<file path="config.mk">
export PLATFORM = sky130hd
export DESIGN_NAME = attn_input_loader
export DESIGN_NICKNAME = d
export VERILOG_FILES = /design/src/rtl/attn_input_loader.sv
export SDC_FILE = /design/constraint.sdc
export NUM_CORES = 2
export LEC_CHECK = 0
export CORE_AREA = 4 4 614 616
export DETAILED_ROUTE_END_ITERATION = 10
export DIE_AREA = 0 0 618 620
export SYNTH_ARGS = -nofsm -noshare
export SYNTH_HDL_FRONTEND = slang
export SYNTH_SLANG_ARGS = --single-unit
export TNS_END_PERCENT = 20
</file>
<file path="constraint.sdc">
create_clock -name clk -period 5.2 [get_ports clk]
set_input_delay 0.52 -clock clk [delete_from_list [all_inputs] [get_ports clk]]
set_output_delay 0.52 -clock clk [all_outputs]
set_load 0.01 [all_outputs]
</file>
<file path="src/rtl/attn_input_loader.sv">
// Frame loader for the attention core: packs 96 stream words into key/query/value,
// then holds en until the core finishes or the watchdog expires.
module attn_input_loader #(
    parameter int unsigned TIMEOUT_CYCLES = 1024
) (
    input  logic         clk,
    input  logic         rst,
    input  logic [15:0]  in_data,
    input  logic         in_valid,
    input  logic         in_last,
    output logic         in_ready,
    output logic [511:0] key,
    output logic [511:0] query,
    output logic [511:0] value,
    output logic         en,
    input  logic         all_done,
    output logic         busy,
    output logic [6:0]   word_cnt,
    output logic         frame_done,
    output logic         frame_err,
    output logic         timeout
);

    typedef enum logic [1:0] {LOAD, RUN, RELEASE} state_t;

    state_t      state;
    logic [31:0] wd_cnt;
    logic [8:0]  slot;

    assign in_ready = (state == LOAD);
    // Element index within a bus: the low 5 bits of the word count, scaled to bit offset.
    assign slot = {word_cnt[4:0], 4'b0000};

    always_ff @(posedge clk) begin
        if (rst) begin
            state      <= LOAD;
            key        <= '0;
            query      <= '0;
            value      <= '0;
            en         <= 1'b0;
            busy       <= 1'b0;
            word_cnt   <= '0;
            wd_cnt     <= '0;
            frame_done <= 1'b0;
            frame_err  <= 1'b0;
            timeout    <= 1'b0;
        end else begin
            frame_done <= 1'b0;
            frame_err  <= 1'b0;
            timeout    <= 1'b0;
            case (state)
                LOAD: begin
                    if (in_valid) begin
                        case (word_cnt[6:5])
                            2'd0:    key[slot +: 16]   <= in_data;
                            2'd1:    query[slot +: 16] <= in_data;
                            default: value[slot +: 16] <= in_data;
                        endcase
                        if (in_last && word_cnt == 7'd95) begin
                            state    <= RUN;
                            en       <= 1'b1;
                            busy     <= 1'b1;
                            word_cnt <= '0;
                            wd_cnt   <= '0;
                        end else if (in_last || word_cnt == 7'd95) begin
                            frame_err <= 1'b1;
                            word_cnt  <= '0;
                        end else begin
                            word_cnt <= word_cnt + 7'd1;
                        end
                    end
                end
                RUN: begin
                    // Completion takes priority over a simultaneous watchdog expiry.
                    if (all_done) begin
                        frame_done <= 1'b1;
                        en         <= 1'b0;
                        state      <= RELEASE;
                    end else if (TIMEOUT_CYCLES != 0 && wd_cnt == TIMEOUT_CYCLES - 1) begin
                        timeout <= 1'b1;
                        en      <= 1'b0;
                        state   <= RELEASE;
                    end else begin
                        wd_cnt <= wd_cnt + 32'd1;
                    end
                end
                RELEASE: begin
                    state <= LOAD;
                    busy  <= 1'b0;
                end
                default: begin
                    state <= LOAD;
                    busy  <= 1'b0;
                    en    <= 1'b0;
                end
            endcase
        end
    end

endmodule

</file>
-- After elaboration in Yosys (flattened, before gate mapping)
Cells that the tools add are included.
- $add $sub $neg: 3
- eq/ne operators: 10
- shift operators: 2
- mux-type cells: 24
- bitwise operators: 5
- reduce and logical (&&, ||, !) cells: 17
- operator list (kind ; number):
    bitwise mux 512 bit ; 3
    variable shift 16 x 11 -> 512 bit, first input constant ; 1
    indexed part select 16 x 11 -> 512 bit ; 1
    2-to-1 mux 32 bit ; 4
    case mux 32 bit (2 select lines) ; 1
    adder 32 x 1 -> 32 bit, second input constant ; 1
    == test 32 x 10 -> 1 bit, second input constant ; 1
    AND reduction 3 bit ; 5
    2-to-1 mux 7 bit ; 2
    negation 9 -> 11 bit ; 1
    2-to-1 mux 2 bit ; 4
    adder 7 x 1 -> 7 bit, second input constant ; 1
    == test 7 bit, second input constant ; 1
    2-to-1 mux 1 bit ; 7
    != test 2 bit, second input constant ; 3
    inverter 1 bit ; 5
    AND reduction 5 bit ; 1
    == test 2 x 1 -> 1 bit, second input constant ; 2
    logical NOT 2 bit ; 2
    case mux 2 bit (2 select lines) ; 1
    AND reduction 4 bit ; 1
    OR reduction 2 bit ; 2
    OR reduction 4 bit ; 1
    != test 3 bit, second input constant ; 1
    other kinds (9) ; 9
- bits in registers: 1582
- output and inout port bits: 1549
- word-level logic and storage cells: 72

-- Longest topological paths before layout
- word-level depth: 5
- depth in mapped cells: 13
- mapped depth without buffers: 7

-- Worst setup path after synthesis
Ideal clock, no wire load.
- path kind: register to register
- start: reg word_cnt[0]
- end: reg query[102]
- arrival time: 3182 ps
- slack: 1945 ps
- cell stages (with the launch flop): 11
- buffers on the path: 4
- period minus slack after synthesis: 3255 ps
- cell sequence: dfxtp_1 > buf_2 > inv_1 > ha_1 > buf_2 > xor2_1 > nand2_1 > buf_1 > nor3_2 > buf_2 > mux2i_1
- cells in the longest elaborated chain, start to end: 3
- elaborated cells on any way between the ends: 4
- classes of those cells: 1 x add/sub; 2 x shift; 1 x mux
- RTL lines (element ; line ; RTL):
    start: declaration ; 18 ; output logic [6:0] word_cnt,
    start signal: assignment ; 69 ; word_cnt <= word_cnt + 7'd1;
    negation 9 -> 11 bit (*) ; 56 ; 2'd1: query[slot +: 16] <= in_data;
    indexed part select 16 x 11 -> 512 bit or variable shift 16 x 11 -> 512 bit (tied branches) ; 56 ;
    bitwise mux 512 bit (*) ; 56 ;
    end signal: indexed assignment ; 56 ;
    end: declaration ; 13 ; output logic [511:0] query,
Every way passes the cells marked *; elsewhere a longest branch is shown, timed or not.
A chain may end at the register's enable or synchronous reset.

-- Worst setup path after layout
- start: reg word_cnt[0]
- end: reg key[92]
- cells in the longest elaborated chain, start to end: 3
- elaborated cells on any way between the ends: 4
- classes of those cells: 1 x add/sub; 2 x shift; 1 x mux
- RTL lines (element ; line ; RTL):
    negation 9 -> 11 bit (*) ; 55 ; 2'd0: key[slot +: 16] <= in_data;
    indexed part select 16 x 11 -> 512 bit or variable shift 16 x 11 -> 512 bit (tied branches) ; 55 ;
    bitwise mux 512 bit (*) ; 55 ;
    end signal: indexed assignment ; 55 ;
    end: declaration ; 12 ; output logic [511:0] key,
Marks and branches as above.

==> results.md <==
* Post-Syn Area at 61090 um^2
* WP data arrival at 4790 ps
* Share of cells above drive strength 1 at 8.604%
* Via/cell ratio at 4.055
* Synth async-reset ratio at 0%
* Total Wirelength at 369000 um
* CTS Root Cell: clkbuf_16
* CORE AREA at 371400 um^2
* GP Congestion at 0.8276
* Wirelength per Cell at 28.74 um
* Initial Util at 16.45%
* Net Switching at 0.006541 W
* Switching share of power at 24.34%
* Setup tns final at 0 ps
* Seq pwr share at 45.2%
* Final worst slack at 1187 ps
* Critical path class: register to register
* CP endpoint kind: register
* Slew margin rel. at 6.297%
* Clk network pwr share at 51.0%
* Largest area contributor in the netlist: dfxtp_1
* Syn Nets at 6273
* VDD IR max at 0.2540 mV
* Most used flip-flop cell after synthesis: dfxtp_1
* FMAX at 0.2492 GHz
* Setup Viol. Count Final at 0
* Fin. Hold Viols at 0
* CTS Buffer Depth at 4
* Final Skew at 77.08 ps
* Final Max Slew Viols at 0
* Synth top cells by count: 1582 x dfxtp_1, 1124 x mux2i_1, 748 x nand2_1
* Number of remaining DRC errors at 0
* CTS resizes at 0
* Antenna viol nets, final at 0
* Seq/Total Area, Yosys at 51.84%
* CTS sink cnt at 1582
* Global route total overflow at 0
* Die footprint at 383200 um^2
* Synth unique cells at 64
* 1st-iter DRT viols at 3800
* Lkg Pwr at 30.04 nW
* PortBufs at 1569
* Worst Path Required at 5980 ps
* Post-CTS setup buffer count at 0
* Worst-Margin Slew at 1399 ps
* Critical path peak fanout at 18
* Most common cell in the netlist: dfxtp_1
* Cell internal pwr at 0.02033 W
* # rows at 224
* Hold WC Path Type: primary input to register
* Pre-CTS setup slack at 1035 ps
* Min cycle time layout at 4013 ps
* Average cell area after synthesis at 9.780 um^2
* Pwr Density at 300.8 nW/um^2
* Area contributors post-synth: dfxtp_1 52%, mux2i_1 18%, nand2b_1 7.5%
* Comb power frac at 3.8%
* H-tree Lvls at 4
* Placed Instances at 12.48k
* Total track usage at 18.20%
* First-pass GRT wire length at 477800 um
* Skew-Pair Late Insertion Delay at 890 ps
* Non-Filler Instances at 12.84k
* Outcome: finished, final reports clean
* Post-CTS Hold Fix Bufs at 0
* Post-synth EDFFs at 0
* Die H at 620 um
* YS warnings at 0
* Startpoint Class: register
* Initial antenna violation count at 43
* Fin nets at 7723
* Detail Placement HPWL at 275800 um
* Fin crit share at 77.16%
* Vias in the first global route at 49.59k
* Die X at 618 um
* CTS tree: done
* Dpl cell area at 82960 um^2
* Post-synth top area share at 51.84%
* DR pass1 iterations at 5
* Unrepaired setup endpoints after global routing: false
* Clock buffers created by TritonCTS at 191
* Area Growth Syn to Fin at 46.24%
* I/O pin cnt at 1570
* Clk slew on worst S/H paths at 60 ps
* Synth Instances at 6246
* Number of synthesized register bits at 1582
* Cell area after layout at 89340 um^2
* Max Cap Viol at 0
* Largest net degree at the start of global routing at 247
* Via count at 52.07k
-- critical path, stage by stage, from the launching register on --
cell and delay [ps]:
dfxtp_1 310, inv_1 120, ha_1 450, xor2_4 750, and3_1 1120, nand2_1 790
mux2i_1 340
-- area by class of cell --
class / instances / area [um^2]
Antenna cell: 23 / 57.56
Tap cell: 4972 / 6221
Clock buffer: 266 / 5487
Timing Repair Buffer: 1781 / 17430
Multi-Input combinational cell: 4130 / 27600
Sequential cell: 1582 / 31670
Fill cell: 39930 / 282000
Clock inverter: 76 / 837.1
Inverter: 10 / 40.04
-- placed cells by master (no fill, tap or decap), types with 10 or more instances in the layout --
master           netlist  layout
clkbuf_16              0     195
nor4_1                16      16
nor2_1               450     438
nor3_1                23      18
nand2b_1             728     727
buf_2                 56      12
clkdlybuf4s50_1        0    1552
and2_1                14      15
bufinv_16              0      12
nand3_1              136     136
mux2i_1             1124    1122
clkbuf_1             400      37
nor4_4                12      22
buf_12                 1      15
nor2b_1               62      60
nor3b_2                1      19
nand4_1               19      19
or3_1                 27      26
clkbuf_8               0      34
buf_4                 35     200
dfxtp_1             1582    1582
a31oi_1               15      15
nor3_4                14      40
o21ai_0              124     124
clkinvlp_4             0      10
nor3_2                37      16
nor3b_1               35      16
a21oi_1              374     373
nand2_1              748     740
and3_1                61      58
diode_2                0      23
clkinv_2               0      37
-- worst paths after layout --
path,start,end,slack (ps),depth (start not counted)
hold reg to reg,key[165]$_SDFFE_PP0P_,key[165]$_SDFFE_PP0P_,450,2
setup / recovery,word_cnt[0]$_SDFFE_PP0P_,key[92]$_SDFFE_PP0P_,1190,6
hold / removal,rst,value[258]$_SDFFE_PP0P_,190,2
setup reg to reg,word_cnt[0]$_SDFFE_PP0P_,key[92]$_SDFFE_PP0P_,1190,6
-- state kept, by name, summed over array words and instances (netlist names) --
signal      flops
value         512
state           2
timeout         1
key           512
busy            1
frame_err       1
word_cnt        7
en              1
frame_done      1
wd_cnt         32
query         512
-- per-layer routing --
metal  track usage, %  vias to the layer above  part of all wire (%)
li1                 -                    23820                     -
met1            22.36                    25830                    41
met2            30.80                     1936                    48
met3            4.686                      481                   7.1
met4            6.148                        0                   3.8
met5                0                        -                     0
-- power groups by stage --
stage               sequential, W  combinational [W]  clock (W)
finish                     0.0121            0.00102     0.0137
global route               0.0121            0.00106     0.0145
CTS                        0.0121            0.00105     0.0141
detailed placement         0.0124            0.00105          0
global placement           0.0124            0.00105          0
floorplan                  0.0124           0.000465          0
-- stage by stage --
stage / total power (W) / util, % / hold WS, ps
after CTS: 0.02726 / 24.04 / 121.0
after detailed placement: 0.01345 / 22.34 / 444.6
after floorplan: 0.01287 / - / 447.2
after global placement: 0.01345 / 22.33 / 441.0
final: 0.02687 / 24.06 / 191.5
after global routing: 0.02772 / 24.05 / 148.0
-- cells by family (layout without fill, tap and decap cells) --
kind of cell | Yosys count | in the layout | synth area share (%)
flops | 1582 | 1582 | 51.84
compound gates | 562 | 562 | 4.899
simple gates | 2429 | 2429 | 20.70
fa+ha+maj | 6 | 6 | 0.1229
other cells | 0 | 23 | 0
buf+inv | 534 | 2133 | 3.883
mux | 1125 | 1125 | 18.44
xor+xnor | 8 | 8 | 0.1147
No activity file was read; power rests on OpenSTA's default activity.
